[config.mk]
export PLATFORM = sky130hd
export DESIGN_NAME = a2d_spi_resp
export DESIGN_NICKNAME = d
export VERILOG_FILES = /design/src/rtl/a2d_spi_pkg.sv /design/src/rtl/spi_edge_sync.sv /design/src/rtl/a2d_spi_resp.sv
export SDC_FILE = /design/constraint.sdc
export NUM_CORES = 1
export LEC_CHECK = 0
export CORE_MARGIN = 2
export CORE_UTILIZATION = 28
export DETAILED_ROUTE_END_ITERATION = 10
export GPL_TIMING_DRIVEN = 0
export MAX_ROUTING_LAYER = met4
export PLACE_DENSITY = 0.52
export REMOVE_ABC_BUFFERS = 1
export SLEW_MARGIN = 20
export SYNTH_ARGS = -nofsm -noshare
export SYNTH_HDL_FRONTEND = slang
export SYNTH_HIERARCHICAL = 1
export SYNTH_SLANG_ARGS = --single-unit
[constraint.sdc]
create_clock -name clk -period 2.15 [get_ports clk]
set_input_delay 0.43 -clock clk [delete_from_list [all_inputs] [get_ports clk]]
set_output_delay 0.43 -clock clk [all_outputs]
set_load 0.005 [all_outputs]
[src/rtl/a2d_spi_pkg.sv]
// Shared constants and state type for the A2D SPI responder model.
package a2d_spi_pkg;

    localparam int FRAME_BITS = 16;
    localparam int CH_MSB     = 13;
    localparam int CH_LSB     = 11;
    localparam int CNT_W      = $clog2(FRAME_BITS + 1);

    typedef enum logic {
        IDLE  = 1'b0,
        SHIFT = 1'b1
    } state_t;

endpackage

[src/rtl/spi_edge_sync.sv]
// Three-flop synchronizer for an asynchronous pin with rise/fall strobes
// taken between the synchronized copy and one extra registered copy.
module spi_edge_sync #(
    parameter logic RST_VAL = 1'b0
) (
    input  logic clk,
    input  logic rst_n,
    input  logic d,
    output logic rise,
    output logic fall
);

    logic [2:0] sync_pipe;

    always_ff @(posedge clk or negedge rst_n) begin
        if (!rst_n) sync_pipe <= {3{RST_VAL}};
        else        sync_pipe <= {sync_pipe[1:0], d};
    end

    assign rise =  sync_pipe[1] & ~sync_pipe[2];
    assign fall = ~sync_pipe[1] &  sync_pipe[2];

endmodule

[src/rtl/a2d_spi_resp.sv]
// SPI responder for the 8-channel A2D: decodes the channel of each command
// frame and returns the conversion of the previously addressed channel.
module a2d_spi_resp
    import a2d_spi_pkg::*;
#(
    parameter int DATA_W = 12
) (
    input  logic              clk,
    input  logic              rst_n,
    input  logic              SS_n,
    input  logic              SCLK,
    input  logic              MOSI,
    output logic              MISO,
    output logic [2:0]        rd_ch,
    input  logic [DATA_W-1:0] rd_data,
    output logic              cmd_vld,
    output logic [2:0]        cmd_ch,
    output logic              frm_err
);

    localparam logic [CNT_W-1:0] CNT_FULL = CNT_W'(FRAME_BITS);

    logic ss_fall, ss_rise, sclk_rise, sclk_fall;
    logic [1:0] mosi_pipe;
    logic       mosi_sync;

    state_t                  state, state_nxt;
    logic [FRAME_BITS-1:0]   tx_shft, rx_shft;
    logic [CNT_W-1:0]        bit_cnt;
    logic [2:0]              ch_reg;
    logic                    frame_ok, frame_bad, miso_nxt;

    spi_edge_sync #(.RST_VAL(1'b1)) u_ss_sync (
        .clk   (clk),
        .rst_n (rst_n),
        .d     (SS_n),
        .rise  (ss_rise),
        .fall  (ss_fall)
    );

    spi_edge_sync #(.RST_VAL(1'b0)) u_sclk_sync (
        .clk   (clk),
        .rst_n (rst_n),
        .d     (SCLK),
        .rise  (sclk_rise),
        .fall  (sclk_fall)
    );

    // MOSI is only sampled, so two flops keep it aligned with the SCLK strobes
    always_ff @(posedge clk or negedge rst_n) begin
        if (!rst_n) mosi_pipe <= 2'b00;
        else        mosi_pipe <= {mosi_pipe[0], MOSI};
    end
    assign mosi_sync = mosi_pipe[1];

    always_ff @(posedge clk or negedge rst_n) begin
        if (!rst_n) state <= IDLE;
        else        state <= state_nxt;
    end

    always_comb begin
        state_nxt = state;
        case (state)
            IDLE:    if (ss_fall) state_nxt = SHIFT;
            SHIFT:   if (ss_rise) state_nxt = IDLE;
            default: state_nxt = IDLE;
        endcase
    end

    always_comb begin
        frame_ok  = (state == SHIFT) && ss_rise && (bit_cnt == CNT_FULL);
        frame_bad = (state == SHIFT) && ss_rise && (bit_cnt != CNT_FULL);
        miso_nxt  = (state == SHIFT) ? tx_shft[FRAME_BITS-1] : 1'b0;
    end

    always_ff @(posedge clk or negedge rst_n) begin
        if (!rst_n) begin
            MISO    <= 1'b0;
            cmd_vld <= 1'b0;
            frm_err <= 1'b0;
            cmd_ch  <= 3'd0;
            ch_reg  <= 3'd0;
            tx_shft <= '0;
            rx_shft <= '0;
            bit_cnt <= '0;
        end else begin
            MISO    <= miso_nxt;
            cmd_vld <= frame_ok;
            frm_err <= frame_bad;
            if (frame_ok) begin
                ch_reg <= rx_shft[CH_MSB:CH_LSB];
                cmd_ch <= rx_shft[CH_MSB:CH_LSB];
            end
            case (state)
                IDLE: if (ss_fall) begin
                    tx_shft <= FRAME_BITS'(rd_data);
                    bit_cnt <= '0;
                end
                SHIFT: begin
                    // counter saturates at a full frame; surplus edges are dropped
                    if (sclk_rise && bit_cnt != CNT_FULL) begin
                        rx_shft <= {rx_shft[FRAME_BITS-2:0], mosi_sync};
                        bit_cnt <= bit_cnt + 1'b1;
                    end
                    if (sclk_fall && bit_cnt != '0 && bit_cnt != CNT_FULL)
                        tx_shft <= {tx_shft[FRAME_BITS-2:0], 1'b0};
                end
                default: ;
            endcase
        end
    end

    assign rd_ch = ch_reg;

endmodule

==> impl_metrics.tcl <==
set metrics [dict create \
    status "complete, no violations" \
    worstSkewPairLatency_ns 0.30 \
    net-switching-power_w 0.0006929 \
    antenna_found_initial 0 \
    vias 1181 \
    hpwl_um 2332 \
    drcViolationCount 0 \
    cts_buffer_depth 2 \
    postSynthCellCount 142 \
    crit_path_start_kind "flop" \
    ys_async_sr_fraction 1.000 \
    drive_above_1_share 0.3512 \
    setup_ws_ns 0.2329 \
    cts.sinks 50 \
    synth_most_common_cell "dfrtp_1" \
    timing.final.crit_share 0.8917 \
    fp-row-count 31 \
    synth_area_um2 2111 \
    track_usage 0.08938 \
    postRouteAntennaNets 0 \
    cts_root_buffer "clkbuf_8" \
    rrSetupSlack_ns 0.23 \
    grt_pass1_vias 1210 \
    final_area_um2 2547 \
    rsz0062_at_grt "false" \
    die_y_um 90.83 \
    postLayoutCoreUtil 0.3493 \
    hold_buffers 0 \
    start_util 0.2895 \
    avgViaCountPerCell 4.423 \
    multi_input_area_um2 782.0 \
    cap_violations 0 \
    numCtsBuffers 5 \
    yosysSeqAreaShare 0.5945 \
    ys_ff_latch 50 \
    cp.required_ns 2.33 \
    cp_top_family "compound AO/OA/AOI/OAI gates" \
    cpMaxStageDelayCell "o21ai_2" \
    ys_warn_count 6 \
    htreeDepth 2 \
    syn2layout_area_growth_pct 20.69 \
    critPathBufInv 1 \
    drt_wl_total_um 3321 \
    power.share.clock 0.241 \
    synth_ff_type "dfrtp_1" \
    cts_tree "yes" \
    die_w_um 90.83 \
    wl_per_cell_um 12.44 \
    cp_max_fo 11 \
    powerDensity_nw_per_um2 1043 \
    globalplace.congestion 0.7281 \
    slew_viol_final 0 \
    nFillCells 743 \
    core_area_um2 7292 \
    fin_worst_skew_ns 0.006645 \
    cp_cell_sequence "inv_1, ha_1, nor3b_2, o21ai_2, mux2_2" \
    grt_pass1_wl_um 5740 \
    endpoint_kind "flop" \
    power_frac_comb 0.230 \
    cts.clk_slew.worst_paths_ns 0.09 \
    finalSetupViolCount 0 \
    critPathMaxStageDelay_ns 0.50 \
    pre_cts_ws_ns -0.3447 \
    hold_violations 0 \
    seqPwrFrac 0.529 \
    grt_max_degree 34 \
    dr.pass1.iters 4 \
    seq_area_um2 1256 \
    diodes 0 \
    p_leak_nw 1.122 \
    fin_crit_ns 1.917 \
    placed_cell_area_um2 2432 \
    internal_power_w 0.001964 \
    synth_commonest_cells "dfrtp_1 (47), mux2_2 (31), mux2_4 (9)" \
    avgSynthCellArea_um2 14.86 \
    cts_setup_buffers 0 \
    netlist_top_cells_area "dfrtp_1 (56%), mux2_2 (17%), mux2_4 (6.4%), dfstp_2 (3.7%), a22o_1 (2.1%)" \
    ir_drop_v 0.0004305 \
    synth_edf_count 0 \
    io_pins 26 \
    relSlewSlack 0.6092 \
    max_freq_mhz 521.6 \
    die_area_um2 8249 \
    yosysUniqueCellTypes 31 \
    critPathArrivalTime_ns 2.10 \
    switching_share 0.2608 \
    hold_class "in -> async" \
    initialDrtViolationCount 57 \
    worstMarginPinSlew_ns 0.5861 \
    final_nets 186 \
    synth.largest_area_cell "dfrtp_1" \
    grt.overflow.total 0 \
    synth.top_cell.area_share 0.5572 \
    crit_type "reg -> reg" \
    io_buffers 25 \
]
-- final cells by class --
cell class | count | share of cell area
Tap cell | 99 | 0.04862
Multi-Input combinational cell | 81 | 0.3070
Clock inverter | 3 | 0.01572
Sequential cell | 50 | 0.4931
Timing Repair Buffer | 26 | 0.1041
Clock buffer | 5 | 0.02701
Inverter | 3 | 0.004420
-- timing repair --
action | 4_1_cts | 5_1_grt
endpoints found under the setup margin | 27 | 0
resized for setup | 3 | 0
endpoints found under the hold margin | 0 | 0
-- power by group through the flow --
stage          logic, W  clock network, W  registers, W
5_1_grt        0.000672          0.000718       0.00145
2_1_floorplan  0.000483                 0       0.00136
4_1_cts        0.000623          0.000675       0.00141
3_3_place_gp   0.000579                 0       0.00140
6_report       0.000610          0.000641       0.00141
3_5_place_dp   0.000619                 0       0.00142
-- final timing paths --
path | start | to | cells after the start
min in group clk | u_sclk_sync/sync_pipe[0]$_DFF_PN0_ | u_sclk_sync/sync_pipe[1]$_DFF_PN0_ | 0
worst max register to register | bit_cnt[0]$_DFFE_PN0P_ | tx_shft[3]$_DFFE_PN0P_ | 5
max in group asynchronous | rst_n | u_ss_sync/sync_pipe[1]$_DFF_PN1_ | 2
worst min-delay path | rst_n | MISO$_DFF_PN0_ | 1
worst min register to register | u_sclk_sync/sync_pipe[0]$_DFF_PN0_ | u_sclk_sync/sync_pipe[1]$_DFF_PN0_ | 0
worst max-delay path | bit_cnt[0]$_DFFE_PN0P_ | tx_shft[3]$_DFFE_PN0P_ | 5
-- registers in the layout, summed over array words and instances, names as in the netlist, 2 cells and up --
name,count
rd_ch,3
u_ss_sync/sync_pipe,3
rx_shft,14
bit_cnt,5
u_sclk_sync/sync_pipe,3
mosi_pipe,2
tx_shft,16
-- metrics by stage --
| step | setup TNS, ns | hold WS, ns | power (W) | std cells |
|---|---|---|---|---|
| 6_report | 0 | 0.06359 | 0.002657 | 267 |
| 5_1_grt | 0 | 0.08045 | 0.002841 | 267 |
| 3_3_place_gp | -38.26 | 0.3383 | 0.001983 | 258 |
| 4_1_cts | 0 | 0.06716 | 0.002706 | 267 |
| 2_1_floorplan | 0 | 0.1344 | 0.001847 | 134 |
| 3_5_place_dp | -5.269 | 0.3401 | 0.002043 | 259 |
-- layer usage --
layer | track usage | share of wire
met3 | 0.02755 | 0.039
met5 | - | 0
met1 | 0.1162 | 0.47
met2 | 0.1300 | 0.48
met4 | 0.03662 | 0.011
-- layout by cell type, fill, tap and decap left out, types with 3 or more instances in the layout --
cell,instances
dfrtp_1,46
mux2_2,31
clkdlybuf4s50_1,24
mux2_4,9
nand2_1,5
a22o_1,5
clkbuf_8,5
inv_1,3
nor2_1,3
nor2b_1,3
dfstp_2,3
-- kinds of logic (layout without fill, tap and decap cells) --
kind of cell / count (synthesis) / count (layout) / share of synthesized area
buffers and inverters: 11 / 37 / 0.03734
DFF: 50 / 50 / 0.5945
xor gates and xnor gates: 2 / 2 / 0.008300
AOI/OAI and AO/OA: 13 / 13 / 0.04505
and+or+nand+nor: 23 / 23 / 0.06877
muxes: 41 / 41 / 0.2341
adders and majority gates: 2 / 2 / 0.01185
Note: power is estimated with default switching activity, not from simulation.
